[src/rtl/muldiv_unit_pkg.sv]
// Shared definitions for the multiply/divide unit: operation encodings,
// FSM state type and XLEN-independent operation-class helpers.
package muldiv_unit_pkg;

    typedef enum logic [2:0] {
        MUL    = 3'd0,
        MULH   = 3'd1,
        MULHSU = 3'd2,
        MULHU  = 3'd3,
        DIV    = 3'd4,
        DIVU   = 3'd5,
        REM    = 3'd6,
        REMU   = 3'd7
    } md_op_t;

    typedef enum logic [3:0] {
        ALU_ADD  = 4'd0,
        ALU_SUB  = 4'd1,
        ALU_AND  = 4'd2,
        ALU_OR   = 4'd3,
        ALU_XOR  = 4'd4,
        ALU_SLL  = 4'd5,
        ALU_SRL  = 4'd6,
        ALU_SRA  = 4'd7,
        ALU_SLT  = 4'd8,
        ALU_SLTU = 4'd9
    } alu_op_t;

    typedef enum logic [1:0] {
        IDLE = 2'd0,
        CALC = 2'd1,
        FIX  = 2'd2,
        DONE = 2'd3
    } md_state_t;

    function automatic logic is_div(input md_op_t op);
        return (op == DIV) || (op == DIVU) || (op == REM) || (op == REMU);
    endfunction

    function automatic logic is_rem(input md_op_t op);
        return (op == REM) || (op == REMU);
    endfunction

    function automatic logic is_signed_rs1(input md_op_t op);
        return (op == MUL) || (op == MULH) || (op == MULHSU) || (op == DIV) || (op == REM);
    endfunction

    function automatic logic is_signed_rs2(input md_op_t op);
        return (op == MUL) || (op == MULH) || (op == DIV) || (op == REM);
    endfunction

    function automatic logic is_high(input md_op_t op);
        return (op == MULH) || (op == MULHSU) || (op == MULHU);
    endfunction

endpackage

[src/rtl/muldiv_step.sv]
// One radix-2 iteration on unsigned magnitudes.
// Multiply: {hi,lo} holds partial product / remaining multiplier bits (shift-add, right shift).
// Divide:   hi holds the partial remainder, lo the dividend bits shifting out / quotient bits in.
module muldiv_step #(
    parameter int XLEN = 32
) (
    input  logic            is_div_i,
    input  logic [XLEN-1:0] hi_i,
    input  logic [XLEN-1:0] lo_i,
    input  logic [XLEN-1:0] b_i,
    output logic [XLEN-1:0] hi_o,
    output logic [XLEN-1:0] lo_o
);

    logic [XLEN:0] sum_s;
    logic [XLEN:0] shift_s;

    // Single shift-add or restoring shift-subtract step
    always_comb begin
        sum_s   = {1'b0, hi_i} + (lo_i[0] ? {1'b0, b_i} : {(XLEN+1){1'b0}});
        shift_s = {hi_i, lo_i[XLEN-1]};
        if (is_div_i) begin
            if (shift_s >= {1'b0, b_i}) begin
                // Remainder is always below the divisor, so the difference fits XLEN bits
                hi_o = shift_s[XLEN-1:0] - b_i;
                lo_o = {lo_i[XLEN-2:0], 1'b1};
            end else begin
                hi_o = shift_s[XLEN-1:0];
                lo_o = {lo_i[XLEN-2:0], 1'b0};
            end
        end else begin
            hi_o = sum_s[XLEN:1];
            lo_o = {sum_s[0], lo_i[XLEN-1:1]};
        end
    end

endmodule

[src/rtl/muldiv_unit.sv]
// Iterative multiply/divide unit: sign-magnitude conversion at accept,
// XLEN radix-2 steps, one sign fix-up cycle, then result hold until consumed.
module muldiv_unit
    import muldiv_unit_pkg::*;
#(
    parameter int XLEN  = 32,
    parameter int CNT_W = $clog2(XLEN) + 1
) (
    input  logic            clk_i,
    input  logic            rst_i,
    input  logic            valid_i,
    output logic            ready_o,
    input  md_op_t          op_i,
    input  logic [XLEN-1:0] data1_i,
    input  logic [XLEN-1:0] data2_i,
    input  logic            flush_i,
    output logic            valid_o,
    input  logic            out_ready_i,
    output logic [XLEN-1:0] result_o
);

    md_state_t        state_q, state_d;
    logic [CNT_W-1:0] cnt_q, cnt_d;
    md_op_t           op_q, op_d;
    logic [XLEN-1:0]  hi_q, hi_d;
    logic [XLEN-1:0]  lo_q, lo_d;
    logic [XLEN-1:0]  b_q, b_d;
    logic             neg_q, neg_d;
    logic             valid_q, valid_d;
    logic [XLEN-1:0]  result_q, result_d;

    logic              accept_s, a_neg_s, b_neg_s, div_zero_s, div_ovf_s;
    logic [XLEN-1:0]   a_mag_s, b_mag_s, step_hi_s, step_lo_s, fix_res_s;
    logic [2*XLEN-1:0] prod_s, prod_fix_s;
    logic              step_div_s;

    assign ready_o    = (state_q == IDLE);
    assign valid_o    = valid_q;
    assign result_o   = result_q;
    assign step_div_s = is_div(op_q);

    muldiv_step #(.XLEN(XLEN)) u_step (
        .is_div_i (step_div_s),
        .hi_i     (hi_q),
        .lo_i     (lo_q),
        .b_i      (b_q),
        .hi_o     (step_hi_s),
        .lo_o     (step_lo_s)
    );

    // Operand conditioning: signs, magnitudes and 1-cycle special cases
    always_comb begin
        accept_s   = valid_i && (state_q == IDLE) && !flush_i;
        a_neg_s    = is_signed_rs1(op_i) && data1_i[XLEN-1];
        b_neg_s    = is_signed_rs2(op_i) && data2_i[XLEN-1];
        a_mag_s    = a_neg_s ? ({XLEN{1'b0}} - data1_i) : data1_i;
        b_mag_s    = b_neg_s ? ({XLEN{1'b0}} - data2_i) : data2_i;
        div_zero_s = is_div(op_i) && (data2_i == {XLEN{1'b0}});
        div_ovf_s  = is_div(op_i) && is_signed_rs1(op_i)
                     && (data1_i == {1'b1, {(XLEN-1){1'b0}}})
                     && (data2_i == {XLEN{1'b1}});
    end

    // Sign fix-up of the finished magnitude result
    always_comb begin
        prod_s     = {hi_q, lo_q};
        prod_fix_s = neg_q ? ({(2*XLEN){1'b0}} - prod_s) : prod_s;
        fix_res_s  = {XLEN{1'b0}};
        if (is_div(op_q)) begin
            if (is_rem(op_q)) begin
                fix_res_s = neg_q ? ({XLEN{1'b0}} - hi_q) : hi_q;
            end else begin
                fix_res_s = neg_q ? ({XLEN{1'b0}} - lo_q) : lo_q;
            end
        end else if (is_high(op_q)) begin
            fix_res_s = prod_fix_s[2*XLEN-1:XLEN];
        end else begin
            fix_res_s = prod_fix_s[XLEN-1:0];
        end
    end

    // FSM next-state and datapath register updates; flush wins over everything
    always_comb begin
        state_d  = state_q;
        cnt_d    = cnt_q;
        op_d     = op_q;
        hi_d     = hi_q;
        lo_d     = lo_q;
        b_d      = b_q;
        neg_d    = neg_q;
        valid_d  = valid_q;
        result_d = result_q;
        if (flush_i) begin
            state_d  = IDLE;
            cnt_d    = {CNT_W{1'b0}};
            valid_d  = 1'b0;
            result_d = {XLEN{1'b0}};
        end else begin
            case (state_q)
                IDLE: begin
                    if (accept_s) begin
                        op_d = op_i;
                        if (div_zero_s) begin
                            state_d  = DONE;
                            valid_d  = 1'b1;
                            result_d = is_rem(op_i) ? data1_i : {XLEN{1'b1}};
                        end else if (div_ovf_s) begin
                            state_d  = DONE;
                            valid_d  = 1'b1;
                            result_d = is_rem(op_i) ? {XLEN{1'b0}} : data1_i;
                        end else begin
                            state_d = CALC;
                            cnt_d   = {CNT_W{1'b0}};
                            hi_d    = {XLEN{1'b0}};
                            lo_d    = a_mag_s;
                            b_d     = b_mag_s;
                            // Remainder follows rs1; quotient/product follow the sign product
                            neg_d   = is_rem(op_i) ? a_neg_s : (a_neg_s ^ b_neg_s);
                        end
                    end else begin
                        state_d = IDLE;
                    end
                end
                CALC: begin
                    hi_d  = step_hi_s;
                    lo_d  = step_lo_s;
                    cnt_d = cnt_q + {{(CNT_W-1){1'b0}}, 1'b1};
                    if (cnt_q == CNT_W'(XLEN-1)) begin
                        state_d = FIX;
                    end else begin
                        state_d = CALC;
                    end
                end
                FIX: begin
                    state_d  = DONE;
                    valid_d  = 1'b1;
                    result_d = fix_res_s;
                end
                DONE: begin
                    if (out_ready_i) begin
                        state_d  = IDLE;
                        valid_d  = 1'b0;
                        result_d = {XLEN{1'b0}};
                    end else begin
                        state_d = DONE;
                    end
                end
                default: begin
                    state_d  = IDLE;
                    valid_d  = 1'b0;
                    result_d = {XLEN{1'b0}};
                end
            endcase
        end
    end

    // State and datapath registers with asynchronous reset
    always_ff @(posedge clk_i or posedge rst_i) begin
        if (rst_i) begin
            state_q  <= IDLE;
            cnt_q    <= {CNT_W{1'b0}};
            op_q     <= MUL;
            hi_q     <= {XLEN{1'b0}};
            lo_q     <= {XLEN{1'b0}};
            b_q      <= {XLEN{1'b0}};
            neg_q    <= 1'b0;
            valid_q  <= 1'b0;
            result_q <= {XLEN{1'b0}};
        end else begin
            state_q  <= state_d;
            cnt_q    <= cnt_d;
            op_q     <= op_d;
            hi_q     <= hi_d;
            lo_q     <= lo_d;
            b_q      <= b_d;
            neg_q    <= neg_d;
            valid_q  <= valid_d;
            result_q <= result_d;
        end
    end

endmodule
[config.mk]
export PLATFORM = sky130hd
export DESIGN_NAME = muldiv_unit
export DESIGN_NICKNAME = d
export VERILOG_FILES = /design/src/rtl/muldiv_unit_pkg.sv /design/src/rtl/muldiv_step.sv /design/src/rtl/muldiv_unit.sv
export SDC_FILE = /design/constraint.sdc
export NUM_CORES = 1
export LEC_CHECK = 0
export CAP_MARGIN = 0
export CORE_ASPECT_RATIO = 0.8
export CORE_MARGIN = 2
export CORE_UTILIZATION = 60
export DETAILED_ROUTE_END_ITERATION = 8
export MAX_ROUTING_LAYER = met4
export PLACE_DENSITY = 0.81
export SLEW_MARGIN = 20
export SYNTH_ARGS = -nofsm -noshare
export SYNTH_HDL_FRONTEND = slang
export SYNTH_SLANG_ARGS = --single-unit
[constraint.sdc]
create_clock -name clk_i -period 10.5 [get_ports clk_i]
set_input_delay 2.1 -clock clk_i [delete_from_list [all_inputs] [get_ports clk_i]]
set_output_delay 2.1 -clock clk_i [all_outputs]
set_load 0.005 [all_outputs]
==> flow_summary_export.csv <==
group,metric,value,unit
outcome,outcome,"complete, no violations",
yosys,synth_common_cells,"236 x nand2_1, 214 x o21ai_0, 185 x nor2_1",
setup_path,crit_top_cell,"buf_4",
yosys,synthesis.nets,2156,
die,die_h,144,um
setup_path,startpoint,"data1_i[0]",
final_layout,layout-drive-gt1-share,4.44,%
routing,post_drt_wl_per_cell,23.1,um
global_route,busiest_layer,"met1",
clock_tree,post_cts_resized,0,
yosys,synth_area,14800,um2
power,comb_power_share,59.7,%
timing,rsz0062_at_grt,"no",
yosys,avgSynthCellArea,7.34,um2
yosys,synth-seq-cells,141,
clock_tree,cts_sinks,141,
yosys,synth_edf_count,0,
setup_path,reg2reg_slack,6.08,ns
yosys,synth_top_flop_cell,"dfrtp_1",
setup_path,critPathKind,"in2reg",
routing,dr.first_iter.drc_count,2420,
power,p_per_area,250,nW/um2
setup_path,path_max_fanout,70,
global_route,grt_pass1_wl,82700,um
clock_tree,post-cts-setup-buffer-count,0,
die,ios,106,
setup_path,timing.rr.end,"result_o[2]",
timing,fin_skew,0.00831,ns
yosys,yosysSeqAreaShare,23.9,%
power,p_sw_share,51.3,%
setup_path,critical_path.top_delay_family,"simple AND/OR/NAND/NOR gates",
die,start_util,60.9,%
setup_path,crit_path_max_incr_delay,0.91,ns
clock_tree,cts_hold_buf,0,
yosys,synth_most_common_cell,"nand2_1",
clock_tree,clock-root-buffer,"clkbuf_16",
routing,vias,15981,
timing,hold_viol,0,
setup_path,rr_worst_depth,12,
final_layout,fill_cells,2039,
worst_hold_path,min_path_type,"reg2reg",
global_route,grtUsageMet2,55.7,%
power,ir_worst_vdd,0.136,mV
yosys,synthCells,2012,
power,p_sw,2110,uW
clock_tree,clockBufferDepth,2,
global_route,grt_overflow,0,
routing,postRouteAntennaNets,0,
clock_tree,clk_latency,0.44,ns
global_route,grt_max_degree,87,
yosys,async_flop_share,100,%
timing,tns,0,ns
yosys,ys_warn_count,0,
yosys,ys_types,80,
yosys,yosysTopAreaCellShare,23.9,%
yosys,synth_area_leaders,"dfrtp_1 24%, o21ai_0 7.3%, xnor2_1 6.0%",
timing,timing.slew.headroom,21.5,%
setup_path,worstSetupEndpointType,"register",
global_route,track_usage,42.5,%
routing,via_per_inst,6.81,
final_layout,areaGrowthSynthToFinish,11.2,%
routing,wirelength,54100,um
global_route,met3_usage,16.5,%
place,hpwl,40300,um
place,place_congestion,1.01,
global_route,use_met1,60.7,%
clock_tree,cts.clk_slew.worst_paths,0.07,ns
routing,drc_errors,0,
yosys,yosys.area.top_type,"dfrtp_1",
flow_run,cap_violations,0,
power,clock_power_share,15.7,%
timing,fin_crit,6.77,ns
die,num_rows,51,
setup_path,critPathBufInv,4,
setup_path,crit_path_cell_trace,"clkdlybuf4s50_1, inv_1, ha_1, nor3b_1, nand4_1, nor4_1, a2bb2oi_1, and2_2, buf_4, nor2_4, buf_4, a2111oi_0, a221oi_1",
die,core,24200,um2
clock_tree,numCtsBuffers,17,
setup_path,cp-start-kind,"input port",
global_route,antenna_found_initial,2,
setup_path,worstPathArrival,7.10,ns
setup_path,critPathSlowestCell,"nor4_1",
final_layout,fin_cells,2345,
setup_path,crit_required,10.83,ns
timing,maxSlewViolCount,0,
timing,fin_crit_sh,64.5,%
setup_path,setup.worst_path.end,"lo_q[29]",
clock_tree,htree_levels,4,
timing,worst_pin_slew,1.17,ns
power,p_seq_share,24.6,%
global_route,grt_pass1_vias,14078,
setup_path,reg2reg_from,"lo_q[0]",
setup_path,cp_num_cells,13,
place,io_buffers,105,
timing,setup_viol,0,
power,internal_power,2000,uW
routing,dr.pass1.iters,8,
die,fp.dieW,179,um
die,design.die.area,25900,um2
timing,max_freq,0.148,GHz
clock_tree,cts_tree,"done",
place,placed_cells,2311,
final_layout,nets,2156,
power,p_leak,0.00662,uW
how the worst min path moves through the flow:
stage                     slack (ns)       to     from  cells after the start
final                           0.53   b_q[7]   b_q[7]                      2
after global routing            0.56  b_q[20]  b_q[20]                      2
after CTS                       0.53   b_q[6]   b_q[6]                      2
after detailed placement        0.52   b_q[6]   b_q[6]                      2
after global placement          0.51   b_q[8]   b_q[8]                      2
after floorplan                 0.50  b_q[25]  b_q[25]                      2
flip-flops by register name (all words and copies together) (netlist names):
| name | count |
|---|---|
| result_o | 32 |
| valid_o | 1 |
| neg_q | 1 |
| op_q | 3 |
| hi_q | 32 |
| b_q | 32 |
| lo_q | 32 |
| cnt_q | 6 |
| state_q | 2 |
cells in the final DEF (no fill, tap or decap), types with 7 or more instances in the layout:
cell | synthesis | routed
a21o_1 | 22 | 22
a221oi_1 | 9 | 9
o21ai_1 | 7 | 7
or3_1 | 21 | 21
o22ai_1 | 12 | 11
ha_1 | 70 | 70
a31oi_1 | 20 | 20
o211ai_1 | 15 | 15
and2_1 | 10 | 9
xor2_1 | 67 | 67
and3_1 | 11 | 11
buf_4 | 6 | 21
dfrtp_1 | 141 | 139
or4_1 | 17 | 17
clkdlybuf4s50_1 | 0 | 104
o21a_1 | 13 | 13
nor3_1 | 84 | 84
o41ai_1 | 13 | 13
o21bai_1 | 8 | 8
a21oi_1 | 173 | 172
clkbuf_16 | 0 | 17
nand3_1 | 29 | 29
o221ai_1 | 20 | 20
nor2b_1 | 14 | 14
nand2_1 | 236 | 235
nor2_1 | 185 | 184
nand2b_1 | 19 | 19
a22oi_1 | 16 | 16
o21ai_0 | 214 | 214
nand4_1 | 15 | 15
mux2i_1 | 60 | 60
nor4_1 | 16 | 16
inv_1 | 69 | 68
o31ai_1 | 34 | 34
a211oi_1 | 24 | 24
xnor2_1 | 102 | 102
layer usage:
metal / vias to the layer above / wire length (um)
li1: 7277 / -
met1: 7498 / 23500
met3: 88 / 8830
met5: - / 0
met4: 0 / 1080
met2: 1118 / 20700
cell type report:
| type | count | area (um2) | area share [%] |
|---|---|---|---|
| Antenna cell | 2 | 5.00 | 0.0305 |
| Tap cell | 318 | 398 | 2.42 |
| Multi-Input combinational cell | 1657 | 10400 | 63.4 |
| Clock buffer | 20 | 447 | 2.72 |
| Clock inverter | 12 | 164 | 0.998 |
| Sequential cell | 141 | 3530 | 21.5 |
| Timing Repair Buffer | 126 | 1200 | 7.33 |
| Inverter | 69 | 264 | 1.61 |
worst min-delay path, cell delays in order (launching register included):
cell and delay, ns:
dfrtp_1 0.34, nor2_1 0.05, a21oi_1 0.10
kinds of logic after synthesis:
kind of cell	count (synthesis)	synth area share, %
simple gates	693	21.9
compound gates	658	27.6
buf+inv	214	5.87
xor+xnor	169	10.0
flops	141	23.9
fa+ha+maj	72	6.20
mux	65	4.45
power by group through the flow:
| stage | Sequential [uW] | Clock (uW) | Combinational (uW) |
|---|---|---|---|
| floorplan | 793 | 0 | 1860 |
| global placement | 985 | 0 | 2320 |
| detailed placement | 993 | 0 | 2340 |
| CTS | 984 | 642 | 2360 |
| global route | 1010 | 666 | 2660 |
| finish | 1010 | 644 | 2450 |
through the flow:
stage                     total power [uW]  hold WS, ns  util (%)  setup WS, ns  instance area [um2]
after floorplan                       2650        0.495         -          4.62                14800
after global placement                3300        0.508      65.2          3.60                15800
after global routing                  4330        0.560      67.7          3.49                16400
final                                 4110        0.535      67.7          3.73                16400
after CTS                             3990        0.534      67.7          3.90                16400
after detailed placement              3340        0.516      65.2          3.49                15800
Power figures use the tool's default switching activity.
